`config.mk`:
```
export PLATFORM = sky130hd
export DESIGN_NAME = serial_add_sub
export DESIGN_NICKNAME = d
export VERILOG_FILES = /design/src/rtl/serial_add_sub.sv
export SDC_FILE = /design/constraint.sdc
export NUM_CORES = 1
export LEC_CHECK = 0
export CORE_MARGIN = 4
export CORE_UTILIZATION = 55
export DETAILED_ROUTE_END_ITERATION = 10
export PLACE_DENSITY = 0.83
export REMOVE_ABC_BUFFERS = 1
export SLEW_MARGIN = 20
export SYNTH_ARGS = -nofsm -noshare
export SYNTH_HDL_FRONTEND = slang
export SYNTH_SLANG_ARGS = --single-unit
```
`constraint.sdc`:
```
create_clock -name clk -period 2.48 [get_ports clk]
set_input_delay 0.62 -clock clk [delete_from_list [all_inputs] [get_ports clk]]
set_output_delay 0.62 -clock clk [all_outputs]
set_load 0.01 [all_outputs]
```
`src/rtl/serial_add_sub.sv`:
```
// Bit-serial adder/subtractor: one full-adder cell plus a carry flop walks the
// operands LSB first and delivers a registered result with carry and overflow.
module serial_add_sub #(
  parameter int WIDTH = 8
) (
  input  logic             clk,
  input  logic             rst_n,
  input  logic             start,
  input  logic             sub,
  input  logic [WIDTH-1:0] a,
  input  logic [WIDTH-1:0] b,
  output logic             busy,
  output logic             done,
  output logic [WIDTH-1:0] sum,
  output logic             cout,
  output logic             ovf
);

  localparam int CNT_W = $clog2(WIDTH);
  localparam int RES_W = WIDTH - 1;

  typedef enum logic [1:0] {IDLE, RUN, DONE} state_t;

  state_t             state, state_nxt;
  logic [WIDTH-1:0]   sh_a, sh_b;
  logic [RES_W-1:0]   sh_res;
  logic               carry;
  logic [CNT_W-1:0]   cnt;
  logic               last_bit;
  logic               bit_s, bit_c;

  // Full adder as two cascaded half adders; returns {carry, sum}.
  function automatic logic [1:0] full_add(input logic x, input logic y, input logic ci);
    logic p, g;
    p = x ^ y;
    g = x & y;
    return {g | (p & ci), p ^ ci};
  endfunction

  assign {bit_c, bit_s} = full_add(sh_a[0], sh_b[0], carry);
  assign last_bit       = (cnt == CNT_W'(WIDTH - 1));
  assign busy           = (state != IDLE);
  assign done           = (state == DONE);

  always_ff @(posedge clk) begin
    if (!rst_n) state <= IDLE;
    else        state <= state_nxt;
  end

  always_comb begin
    state_nxt = state;
    case (state)
      IDLE:    if (start) state_nxt = RUN;
      RUN:     if (last_bit) state_nxt = DONE;
      DONE:    state_nxt = IDLE;
      default: state_nxt = IDLE;
    endcase
  end

  always_ff @(posedge clk) begin
    if (!rst_n) begin
      sh_a   <= '0;
      sh_b   <= '0;
      sh_res <= '0;
      carry  <= 1'b0;
      cnt    <= '0;
      sum    <= '0;
      cout   <= 1'b0;
      ovf    <= 1'b0;
    end else begin
      case (state)
        IDLE: begin
          if (start) begin
            // Subtraction is a + ~b + 1: the +1 rides in on the carry flop.
            sh_a  <= a;
            sh_b  <= sub ? ~b : b;
            carry <= sub;
            cnt   <= '0;
          end
        end
        RUN: begin
          sh_a   <= {1'b0, sh_a[WIDTH-1:1]};
          sh_b   <= {1'b0, sh_b[WIDTH-1:1]};
          sh_res <= (sh_res >> 1) | (RES_W'(bit_s) << (RES_W - 1));
          carry  <= bit_c;
          if (last_bit) begin
            // carry still holds the carry into the MSB at this edge.
            sum  <= {bit_s, sh_res};
            cout <= bit_c;
            ovf  <= carry ^ bit_c;
          end else begin
            cnt <= cnt + CNT_W'(1);
          end
        end
        default: ;
      endcase
    end
  end

endmodule

```
### Word-level counts from Yosys, hierarchy flattened

Cells that the tools add are included.

| cells by class | value |
|---|---|
| add/sub/neg operators | 1 |
| equal/unequal tests | 6 |
| muxes and demuxes | 13 |
| bitwise gates (word level) | 8 |
| reductions and logical operators | 7 |

Operators by type and width:

| kind | count |
|---|---|
| $pmux 8 s2 | 2 |
| $mux 8 | 3 |
| $not 8->8 | 1 |
| $or 6x7->7 | 1 |
| $mux 3 | 2 |
| $ne 2x2->1 const B | 3 |
| $pmux 3 s2 | 1 |
| $reduce_and 2->1 | 3 |
| $mux 2 | 2 |
| $pmux 2 s2 | 1 |
| $reduce_bool 2->1 | 2 |
| $add 3x1->3 const B | 1 |
| $eq 3x3->1 const B | 1 |
| $reduce_and 3->1 | 1 |
| $xor 1x1->1 | 3 |
| $and 1x1->1 | 2 |
| $eq 2x1->1 const B | 1 |
| $eq 2x2->1 const B | 1 |
| $logic_not 2->1 | 1 |
| $pmux 1 s2 | 1 |
| $mux 1 | 1 |
| $or 1x1->1 | 1 |

| storage, ports and cells | value |
|---|---|
| bits in registers | 39 |
| input bits | 20 |
| output and inout port bits | 12 |

### Logic depth before layout (Yosys ltp)

| depth | value |
|---|---|
| word-level depth | 4 |
| gate-level depth with buffers | 6 |
| depth with buffers taken out | 5 |

### Worst setup path before layout

OpenSTA, ideal clock, no wires.

| timing | value |
|---|---|
| path type | flip-flop to output port |
| start | reg state[1] |
| end | out done |
| arrival | 0.976 ns |
| setup slack | 0.884 ns |
| stages on the path, launching flop included | 5 |
| path buffers | 2 |
| cells stage by stage | dfxtp_1 -> buf_4 -> inv_1 -> buf_6 -> nor2_1 |

| on the way | value |
|---|---|
| word-level cells in the longest chain between the ends | 1 |

Ends and longest elaborated chain:

| element | line | text |
|---|---|---|
| from (decl) | 24 | `state_t state, state_nxt;` |
| from (signal assigned) | 47 | `else state <= state_nxt;` |
| $eq 2x2->1 | 43 | `assign done = (state == DONE);` |
| to (decl) | 13 | `output logic done,` |

No other way between the ends.

### Worst setup path in the final report

| timing | value |
|---|---|
| start | reg state[0] |
| end | out busy |

| on the way | value |
|---|---|
| word-level cells in the longest chain between the ends | 1 |

Ends and longest elaborated chain:

| element | line | text |
|---|---|---|
| $reduce_bool 2->1 | 42 | `assign busy = (state != IDLE);` |
| to (decl) | 12 | `output logic busy,` |

No other way between the ends.

==> summary.md <==
| Metric | Value |
|---|---|
| Syn Area/Cell | `8.84 um2` |
| First-pass GRT wire length | `6020 um` |
| RSZ-0062 raised after global routing | `false` |
| Clk slew on worst S/H paths | `0.11 ns` |
| Resized Gates After CTS | `0` |
| Total power | `1.17 mW` |
| Critical path class | `flip-flop to output pin` |
| Synthesis Warnings | `0` |
| Met2 Wirelength | `1530 um` |
| Initial core utilization | `0.577` |
| Maximum level of the CTS H-tree | `2` |
| Endpoints failing setup | `0` |
| Critical Path RT | `1.86 ns` |
| Reg2reg setup slack | `0.95 ns` |
| Ys async rst share | `0` |
| Hold depth | `2` |
| Mapped Area | `1780 um2` |
| HP Class | `flip-flop to flip-flop` |
| Hold path startpoint | `sum[6]$_SDFFE_PN0P_` |
| Clock Sinks | `39` |
| Pin count of the biggest net entering global routing | `24` |
| Leak | `0.762 nW` |
| Initial drt markers | `92` |
| Post-synth EDFFs | `0` |
| Final min period | `2.24 ns` |
| Final Hold Vio Count | `0` |
| Max rail drop VDD | `281 uV` |
| GRT Total Usage | `0.183` |
| Remaining DRCs | `0` |
| Root Driver | `clkbuf_4` |
| WL met1 | `1700 um` |
| Setup TNS | `0 ns` |
| Cell Pwr Density | `544 nW/um2` |
| Critical-path maximum fanout | `9` |
| P&R area growth vs syn | `20.8%` |
| Worst-Margin Slew | `0.505 ns` |
| Port Buffers | `31` |
| Crit path DAT | `1.62 ns` |
| CTS tree | `done` |
| Worst Hold Slack | `0.459 ns` |
| Top_reg_cell synth | `dfxtp_1` |
| Post-layout util | `0.698` |
| Tcrit/Tclk final | `0.903` |
| Initial antenna violation count | `0` |
| Worst hold endpoint | `sum[6]$_SDFFE_PN0P_` |
| CP Capture Type | `output pin` |
| Total CTS buffers | `5` |
| Worst reg2reg path endpoint | `ovf$_SDFFE_PN0P_` |
| Max layer used | `met4` |
| Chip width | `64.8 um` |
| Area leader, netlist | `dfxtp_1` |
| Antenna-violating nets left | `0` |
| Share of post-route cells with drive strength above 1 | `0.0991` |
| Setup Buffers After CTS | `0` |
| Most frequent cells in the layout | `40 x nand2_1, 39 x dfxtp_1, 31 x clkdlybuf4s50_1, 24 x a21oi_1, 12 x o21ai_0` |
| Die area | `4200 um2` |
| Core Area | `3080 um2` |
| Final WL | `3480 um` |
| Synth area leaders | `dfxtp_1 44%, nand2_1 8.5%, a21oi_1 6.8%` |
| GP Congestion | `0.768` |
| Worst R2R Path Depth | `5` |
| Slew HR | `0.663` |
| Outcome | `complete, no violations` |
| Longest Clk Path Bufs | `2` |
| Placement Cell Area | `2100 um2` |
| TritonRoute pass-1 iters | `4` |
| Global route overflow | `0` |
| Fmax | `0.446 GHz` |
| Reg2reg start | `cnt[0]$_SDFFE_PN0P_` |
| Register area share after synthesis | `0.439` |
| Commonest non-fill, non-tap cell in the layout | `nand2_1` |
| Crit path launch | `state[0]$_SDFFE_PN0P_` |
| Setup Skew | `0.00636 ns` |
| Site Rows | `20` |
| Skew-Pair Late Insertion Delay | `0.34 ns` |
| Total vias in the final route | `1,493` |
| Top cell type's share of synthesized area | `0.439` |
| Diode count | `0` |
| I/O pin total | `32` |
| Netlist cell types | `36` |
| Met3 routed WL | `201 um` |
| Post-Synthesis Cells | `201` |
| Slew Viols, Final | `0` |
| #FFs+latches synth | `39` |
| CTS Hold Buffers Added | `0` |
| Crit start category | `flip-flop` |
| Die height | `64.8 um` |
| Post-layout net count | `254` |
| Final instance area | `2150 um2` |
| Drt wl/cell | `12.6 um` |
| Max cap viols | `0` |
| Vias in the first global route | `1,367` |
| Detailed Place HPWL | `2440 um` |
| Vias/cell | `5.41` |
==> flip-flops by register name, indices dropped and copies added, names as in the netlist, 2 cells and up <==
signal / count
cnt: 3
sh_res: 7
sh_a: 8
sum: 8
state: 2
sh_b: 8
==> per-layer routing <==
metal / track usage / vias up
li1: - / 760
met1: 0.230 / 695
met2: 0.291 / 32
met3: 0.0624 / 6
met4: 0.0633 / 0
met5: 0 / -
==> cells by family (layout without fill, tap and decap cells) <==
kind of cell,count (synthesis),in the layout,share of synthesized area
simple gates,61,61,0.180
xor+xnor,9,9,0.0444
flops,39,39,0.439
compound gates,64,64,0.237
fa+ha+maj,3,3,0.0254
buf+inv,25,56,0.0739
==> worst max path at each step <==
stage | to | slack, ns
4_1_cts | busy | 0.25
6_report | busy | 0.24
2_1_floorplan | done | 0.87
5_1_grt | busy | 0.13
3_5_place_dp | carry$_SDFFE_PN0P_ | 0.27
3_3_place_gp | sh_a[1]$_SDFFE_PN0P_ | 0.32
==> report_power, final <==
group / switching [mW] / leakage [nW] / internal (mW) / total, mW
clock: 0.196 / 0.0293 / 0.111 / 0.307
combinational: 0.0889 / 0.414 / 0.0904 / 0.179
sequential: 0.0231 / 0.319 / 0.659 / 0.682
==> worst max-delay path: stages (launching register included) <==
cell             delay, ns
dfxtp_1               0.36
clkinv_1              0.25
nand2_1               0.13
clkdlybuf4s50_1       0.54
==> area by class of cell <==
class,count,area (um2)
fillers,255,931
multi-input cells,137,865
flip-flops and latches,39,781
repair buffers,37,355
well taps,44,55.1
clock buffers,7,45.0
inverters,11,41.3
clock inverters,1,5.00
==> through the flow <==
step / setup slack (ns) / instances
finish: 0.240 / 276
CTS: 0.248 / 276
floorplan: 0.872 / 187
detailed placement: 0.271 / 268
global placement: 0.322 / 268
global route: 0.132 / 276
==> cells in the mapped netlist, drive strengths merged (2+ instances only) <==
master  instances
nor2b           2
nand2          40
dfxtp          39
a21oi          24
o22ai           3
clkbuf          6
o21ai          17
nand2b          3
ha              2
inv            10
buf             8
a221oi          8
xnor2           8
o221ai          8
nor2            3
or3b            8
No activity file was read; power rests on OpenSTA's default activity.
==> edit (same flow settings) <==
Register the outputs `busy` and `done`, with the module's reset; this adds one clock of latency there. The other outputs are not delayed to match.
--- a/src/rtl/serial_add_sub.sv
+++ b/src/rtl/serial_add_sub.sv
@@ -41,4 +41,11 @@
   assign last_bit       = (cnt == CNT_W'(WIDTH - 1));
-  assign busy           = (state != IDLE);
-  assign done           = (state == DONE);
+  always_ff @(posedge clk) begin
+    if (!rst_n) begin
+      busy <= '0;
+      done <= '0;
+    end else begin
+      busy <= (state != IDLE);
+      done <= (state == DONE);
+    end
+  end
 
Check against the original RTL: not equivalent (Yosys sat finds a counterexample within 4 cycles, from zero or initial values and one cycle with rst_n low).
==> edit against the original RTL <==
  * Routed wire length increased by 5.5%
  * Sequential cell count increased by 2
  * Maximum frequency increased by 20%
  * Sequential power increased by 5.6%
  * Global-route usage increased by 0.78 points
  * Critical path depth decreased by 2
  * Setup slack improved by 370 ps
  * Combinational power decreased by 2%
  * Total power increased by 8.2%
  * Clock power increased by 20%
  * Clock skew decreased by 0.56 ps
  * Non-clock buffer count decreased by 2
  * Area after synthesis increased by 2.4%
  * Final area increased by 2.2%
  * Critical path type unchanged
  * Largest cell class unchanged
  * Highest routed layer unchanged
==> edit: results <==
{
  "worstHoldEndpoint": "sum[7]",
  "place_area_sq_um": 2125,
  "routabilityCongestion": 0.7313,
  "relSlewSlack": 0.5863,
  "worst_hold_slack_ps": 458.4,
  "vdd_drop_max_v": 0.0003245,
  "status": "finished clean",
  "critPathMaxFanout": 2,
  "r2r-end": "sh_b[1]",
  "pre_cts_slack_ps": 255.6,
  "grtUsageMet1": 0.2245,
  "leakagePower_nw": 0.7726,
  "rr_startpoint": "state[1]",
  "sw_frac_of_total": 0.2523,
  "met2_length_mm": 1.814,
  "dpl.hpwl_mm": 2.703,
  "power_w": 0.001264,
  "via_per_inst": 5.417,
  "yosysTopAreaCellShare": 0.4512,
  "grt_pass1_vias": 1381,
  "pg_comb_w": 0.000175,
  "synth_cell_types": 37,
  "r2r_slack_ps": 850,
  "globalRouteMet2Util": 0.3249,
  "synth_area_leaders": "dfxtp_1 45%, nand2_1 8.0%, a21oi_1 6.9%, o221ai_1 3.9%, xnor2_1 3.9%"
}
-- edit: worst max path at each step --
stage,from,endpoint,slack (ps),cells after the start
floorplan,start,cnt[0],1130,3
global placement,start,carry,340,4
detailed placement,start,carry,260,4
CTS,ovf,ovf,590,1
global route,start,sh_b[1],540,4
finish,ovf,ovf,610,1
-- edit: kinds of logic (layout without fill, tap and decap cells) --
logic type                 Yosys count  count (layout)  share of synthesized area
AOI/OAI and AO/OA                   65              65                     0.2338
xor gates and xnor gates             9               9                    0.04333
adders and majority gates            3               3                    0.02476
buffers and inverters               25              54                    0.07221
DFF                                 41              41                     0.4512
and+or+nand+nor                     60              60                     0.1747
-- edit: final cells by class --
cell class / count / share of cell area
clock buffer: 7 / 0.02965
clock inverter: 1 / 0.002281
inverter: 11 / 0.01881
multi-input combinational: 137 / 0.3951
sequential: 41 / 0.3740
tap: 44 / 0.02509
timing repair buffer: 35 / 0.1551
